### src/rtl/mips_pkg.sv
// Shared MIPS decode definitions: opcode constants and the decoded-control layout
// used by the decode stage and the execute stage.
package mips_pkg;

  localparam logic [5:0] OP_RTYPE = 6'h00;
  localparam logic [5:0] OP_J     = 6'h02;
  localparam logic [5:0] OP_JAL   = 6'h03;
  localparam logic [5:0] OP_BEQ   = 6'h04;
  localparam logic [5:0] OP_BNE   = 6'h05;
  localparam logic [5:0] OP_ADDI  = 6'h08;
  localparam logic [5:0] OP_ADDIU = 6'h09;
  localparam logic [5:0] OP_SLTI  = 6'h0A;
  localparam logic [5:0] OP_SLTIU = 6'h0B;
  localparam logic [5:0] OP_ANDI  = 6'h0C;
  localparam logic [5:0] OP_ORI   = 6'h0D;
  localparam logic [5:0] OP_XORI  = 6'h0E;
  localparam logic [5:0] OP_LUI   = 6'h0F;
  localparam logic [5:0] OP_LW    = 6'h23;
  localparam logic [5:0] OP_SW    = 6'h2B;

  // Field order is shared with the execute stage; do not reorder.
  typedef struct packed {
    logic ext_zero;
    logic reg_dst;
    logic alu_src_imm;
    logic reg_write;
    logic mem_read;
    logic mem_write;
    logic branch;
    logic branch_ne;
    logic jump;
    logic link;
    logic illegal;
  } ctrl_t;

  typedef struct packed {
    logic [31:0] pc4;
    logic [31:0] instr;
    ctrl_t       ctrl;
  } entry_t;

endpackage

### src/rtl/id_decoder.sv
// Combinational opcode to control-bundle decoder; no state, zero latency.
// Unknown opcodes raise illegal with every write/mem/branch/jump bit cleared.
module id_decoder
  import mips_pkg::*;
(
  input  logic [5:0] opcode,
  output ctrl_t      ctrl
);

  always_comb begin
    ctrl = '0;
    case (opcode)
      OP_RTYPE: begin
        ctrl.reg_dst   = 1'b1;
        ctrl.reg_write = 1'b1;
      end
      OP_ADDI, OP_ADDIU, OP_SLTI, OP_SLTIU: begin
        ctrl.alu_src_imm = 1'b1;
        ctrl.reg_write   = 1'b1;
      end
      OP_ANDI, OP_ORI, OP_XORI, OP_LUI: begin
        ctrl.alu_src_imm = 1'b1;
        ctrl.reg_write   = 1'b1;
        ctrl.ext_zero    = 1'b1;
      end
      OP_LW: begin
        ctrl.alu_src_imm = 1'b1;
        ctrl.mem_read    = 1'b1;
        ctrl.reg_write   = 1'b1;
      end
      OP_SW: begin
        ctrl.alu_src_imm = 1'b1;
        ctrl.mem_write   = 1'b1;
      end
      OP_BEQ: ctrl.branch = 1'b1;
      OP_BNE: begin
        ctrl.branch    = 1'b1;
        ctrl.branch_ne = 1'b1;
      end
      OP_J: ctrl.jump = 1'b1;
      OP_JAL: begin
        ctrl.jump      = 1'b1;
        ctrl.link      = 1'b1;
        ctrl.reg_write = 1'b1;
      end
      default: ctrl.illegal = 1'b1;
    endcase
  end

endmodule

### src/rtl/id_decode_stage.sv
// Registered decode stage with a two-entry head/skid buffer; 1-cycle latency, 1 instr/cycle.
// in_ready is derived from occupancy only, so back-pressure never forms a combinational path.
module id_decode_stage
  import mips_pkg::*;
#(
  parameter int DEPTH = 2
) (
  input  logic        clk,
  input  logic        rst,
  input  logic        in_valid,
  output logic        in_ready,
  input  logic [31:0] in_instr,
  input  logic [31:0] in_pc4,
  input  logic        flush,
  output logic        out_valid,
  input  logic        out_ready,
  output logic [31:0] out_pc4,
  output logic [5:0]  opcode,
  output logic [4:0]  rs,
  output logic [4:0]  rt,
  output logic [4:0]  rd,
  output logic [4:0]  shamt,
  output logic [5:0]  funct,
  output logic [15:0] imm16,
  output logic [25:0] jaddr,
  output logic        ext_zero,
  output logic        reg_dst,
  output logic        alu_src_imm,
  output logic        reg_write,
  output logic        mem_read,
  output logic        mem_write,
  output logic        branch,
  output logic        branch_ne,
  output logic        jump,
  output logic        link,
  output logic        illegal
);

  entry_t     head;
  entry_t     skid;
  entry_t     incoming;
  ctrl_t      dec_ctrl;
  logic [1:0] cnt;
  logic       accept;
  logic       pop;

  id_decoder u_decoder (
    .opcode (in_instr[31:26]),
    .ctrl   (dec_ctrl)
  );

  assign incoming  = {in_pc4, in_instr, dec_ctrl};
  assign in_ready  = (cnt != 2'(DEPTH));
  assign out_valid = (cnt != 2'd0);
  assign accept    = in_valid && in_ready;
  assign pop       = out_valid && out_ready;

  // Head is only rewritten when empty or on a pop, which keeps it stable while stalled.
  always_ff @(posedge clk or posedge rst) begin
    if (rst) begin
      cnt  <= 2'd0;
      head <= '0;
      skid <= '0;
    end else if (flush) begin
      cnt <= 2'd0;
    end else begin
      case ({accept, pop})
        2'b10: begin
          if (cnt == 2'd0) head <= incoming;
          else             skid <= incoming;
          cnt <= cnt + 2'd1;
        end
        2'b01: begin
          if (cnt == 2'd2) head <= skid;
          cnt <= cnt - 2'd1;
        end
        2'b11: begin
          // Accept and pop together only happens at cnt==1: new entry becomes head.
          head <= incoming;
        end
        default: ;
      endcase
    end
  end

  assign out_pc4     = head.pc4;
  assign opcode      = head.instr[31:26];
  assign rs          = head.instr[25:21];
  assign rt          = head.instr[20:16];
  assign rd          = head.instr[15:11];
  assign shamt       = head.instr[10:6];
  assign funct       = head.instr[5:0];
  assign imm16       = head.instr[15:0];
  assign jaddr       = head.instr[25:0];
  assign ext_zero    = head.ctrl.ext_zero;
  assign reg_dst     = head.ctrl.reg_dst;
  assign alu_src_imm = head.ctrl.alu_src_imm;
  assign reg_write   = head.ctrl.reg_write;
  assign mem_read    = head.ctrl.mem_read;
  assign mem_write   = head.ctrl.mem_write;
  assign branch      = head.ctrl.branch;
  assign branch_ne   = head.ctrl.branch_ne;
  assign jump        = head.ctrl.jump;
  assign link        = head.ctrl.link;
  assign illegal     = head.ctrl.illegal;

endmodule

### config.mk
export PLATFORM = sky130hd
export DESIGN_NAME = id_decode_stage
export DESIGN_NICKNAME = d
export VERILOG_FILES = /design/src/rtl/mips_pkg.sv /design/src/rtl/id_decoder.sv /design/src/rtl/id_decode_stage.sv
export SDC_FILE = /design/constraint.sdc
export NUM_CORES = 1
export LEC_CHECK = 0
export ABC_AREA = 1
export ABC_CLOCK_PERIOD_IN_PS = 6300
export BUFFER_PORTS_ARGS = -buffer_cell sky130_fd_sc_hd__buf_2
export CORE_MARGIN = 2
export CORE_UTILIZATION = 50
export DETAILED_ROUTE_END_ITERATION = 8
export PLACE_DENSITY = 0.76
export SYNTH_ARGS = -nofsm -noshare
export SYNTH_HDL_FRONTEND = slang
export SYNTH_HIERARCHICAL = 1
export SYNTH_SLANG_ARGS = --single-unit
### constraint.sdc
create_clock -name clk -period 6.3 [get_ports clk]
set_clock_uncertainty 0.1 [all_clocks]
set_input_delay 0.945 -clock clk [delete_from_list [all_inputs] [get_ports clk]]
set_output_delay 0.945 -clock clk [all_outputs]
set_load 0.03 [all_outputs]
==> flow_summary_export.csv <==
group,metric,value,unit
status,outcome,"completed",
sta,period_share,0.547,
routing,firstDrtPassIters,5,
synth,synthArstFlopShare,1.00,
power_and_ir_drop,power.density,466,nW/µm²
power_and_ir_drop,vdd_drop_max,0.224,mV
job,max-cap-violations,0,
floorplanning,die_height,126,µm
clocking,cts_buffer_depth,2,
floorplanning,io_pins,188,
sta,setup_ws,2850,ps
synth,syn_nets,1074,
synth,synth_top_area_cell,"dfrtp_1",
place,gp_congestion,0.795,
sta,rsz0062_at_grt,"false",
routing,drt-initial-drc-count,686,
final_layout,drive_gt1_frac,0.214,
routing,wirelength,18800,µm
floorplanning,die_x,126,µm
sta,fmax,290,MHz
global_routing,grt_pass1_wl,31100,µm
global_routing,grt.overflow.total,0,
place,port_buffers,187,
synth,synth_commonest_cells,"549 x nand2_1, 153 x nand3_1, 152 x dfrtp_1, 42 x buf_4, 38 x buf_2",
worst_setup_path,worstPathMaxFanout,60,
place,preCtsSetupSlack,2450,ps
routing,route.detailed.drc,0,
power_and_ir_drop,p_leak,5.20,nW
worst_setup_path,max_stage_delay,670,ps
clocking,clock_sinks,152,
clocking,tritoncts,"built",
clocking,cts_max_level,4,
hold_path,holdPathStages,2,
worst_setup_path,cp_num_buf_inv,3,
synth,synth.ff_latch_count,152,
synth,syn_area,7460,µm²
synth,synth_most_common_cell,"nand2_1",
clocking,cts_setup_buffers,0,
sta,slew_headroom,0.422,
clocking,cts-root-buf,"clkbuf_16",
hold_path,hold_path_class,"reg2reg",
synth,ys_seq_area_frac,0.510,
sta,finalHoldViolCount,0,
worst_setup_path,crit_family,"simple AND/OR/NAND/NOR gates",
worst_setup_path,critPathRequiredTime,6510,ps
worst_setup_path,critical-path-slowest-cell,"nor3_4",
routing,wl_per_cell,14.3,µm
sta,finalSetupViolCount,0,
global_routing,grt_pass1_vias,6375,
worst_setup_path,endpoint_kind,"flop",
routing,drt-vias-per-instance,5.18,
synth,yosysWarnings,6,
worst_setup_path,start_kind,"input port",
synth,synth_cells,1005,
place,hpwl,11600,µm
worst_setup_path,crit_type,"in2reg",
worst_setup_path,arrival,3660,ps
worst_setup_path,cp-startpoint,"out_ready",
clocking,insertion_delay,430,ps
clocking,cts_resized,0,
synth,synth_ff_type,"dfrtp_1",
sta,slew_viol_final,0,
routing,drt.antenna.violating_nets,0,
global_routing,grt_usage,0.242,
worst_setup_path,r2r-start,"cnt[0]",
clocking,numCtsBuffers,17,
floorplanning,core-area,14500,µm²
final_layout,nets,1183,
final_layout,area_delta_synth_final,17.7,%
sta,tns,0,ps
floorplanning,start_util,0.513,
floorplanning,rows,44,
hold_path,hp-start,"skid[68]",
sta,tightest_slew,866,ps
synth,synth_area_leaders,"dfrtp_1 51%, nand2_1 28%, nand3_1 10%, buf_4 4.2%, buf_2 2.5%",
synth,ys_types,21,
global_routing,grt_antenna_before_repair,3,
worst_setup_path,reg2regPathDepth,9,
global_routing,grt_max_degree,100,
clocking,ctsHoldBuffers,0,
floorplanning,die-area,15900,µm²
sta,min_period,3450,ps
routing,vias,6780,
worst_setup_path,worstPathCellList,"buf_2 -> nor3_4 -> buf_4 -> nand2_2 -> buf_4 -> nand2_1 -> nand2_1",
synth,post_synth.cell_area_avg,7.42,µm²
worst_setup_path,path_depth,7,
clocking,clkTransAtPathRegs,60,ps
synth,synth_edf_count,0,
synth,post-synth-top-area-fraction,0.510,
-- where the power goes --
| part | switching [mW] | total (mW) | internal, mW |
|---|---|---|---|
| Combinational | 1.01 | 1.39 | 0.379 |
| Sequential | 0.218 | 1.55 | 1.34 |
| Clock | 0.392 | 1.15 | 0.759 |
-- kinds of logic (layout without fill, tap and decap cells) --
logic type	count (synthesis)	after routing	synth area share
simple gates	725	725	0.397
flops	152	152	0.510
buf+inv	124	244	0.0899
other cells	0	1	0
compound gates	4	4	0.00319
-- worst register-to-register path, cell delays in order (launching register included) --
cell and delay, ps:
dfrtp_1 440, inv_2 90, nand2_2 90, nand2_2 80, nor3_4 600, buf_4 620
nand2_2 630, buf_4 460, nand2_1 140, nand2_1 60
-- stage by stage --
stage | util | power [mW] | cells | instance area, µm² | hold WS [ps]
after floorplan | - | 2.66 | 1005 | 7460 | 343
after global placement | 0.559 | 2.92 | 1279 | 8120 | 354
after detailed placement | 0.559 | 2.96 | 1279 | 8120 | 359
after CTS | 0.604 | 4.12 | 1309 | 8780 | 373
after global routing | 0.604 | 4.34 | 1309 | 8780 | 389
final | 0.604 | 4.10 | 1310 | 8780 | 370
-- registers in the layout, summed over array words and instances, names as in the netlist --
signal and cells:
skid 75, out_pc4 32, imm16 10, jaddr 10, funct 6, opcode 6
cnt 2, alu_src_imm 1, branch 1, branch_ne 1, ext_zero 1, illegal 1
jump 1, link 1, mem_read 1, mem_write 1, reg_dst 1, reg_write 1
-- path summary, 6_finish.rpt --
path,end,slack [ps]
min in group asynchronous,jaddr[16],600
min reg2reg,skid[68],370
max,skid[46],2850
max in group asynchronous,imm16[7],4300
max reg2reg,skid[46],2880
min,skid[68],370
-- per-layer routing --
| metal | wire length (µm) | track usage | vias to the layer above |
|---|---|---|---|
| met5 | 22 | 0 | - |
| met4 | 309 | 0.0718 | 4 |
| met3 | 1380 | 0.0709 | 29 |
| met2 | 8860 | 0.393 | 259 |
| met1 | 8190 | 0.316 | 3177 |
| li1 | - | - | 3311 |
-- cells in the final DEF (no fill, tap or decap) --
master,n
nor3_4,1
bufinv_16,6
nor2_2,1
nand2_2,6
buf_4,9
nor3_1,1
inv_1,14
clkinv_2,1
nand2_1,546
dfrtp_1,152
a21oi_2,1
buf_2,187
o21ai_0,1
diode_2,1
nand3_1,153
a21oi_1,2
inv_2,3
inv_6,1
clkbuf_8,2
nor2_4,3
nand4_1,3
clkbuf_16,17
clkinv_4,1
nor2_1,9
clkbuf_1,3
nand3_2,2
-- layout make-up --
cell class / instances / area [µm²]
Antenna cell: 1 / 2.50
Timing Repair Buffer: 196 / 1000
Fill cell: 1338 / 5750
Tap cell: 184 / 230
Clock inverter: 8 / 194
Sequential cell: 152 / 3800
Clock buffer: 22 / 464
Multi-Input combinational cell: 729 / 3010
Inverter: 18 / 72.6
(Power assumes the default switching activity.)
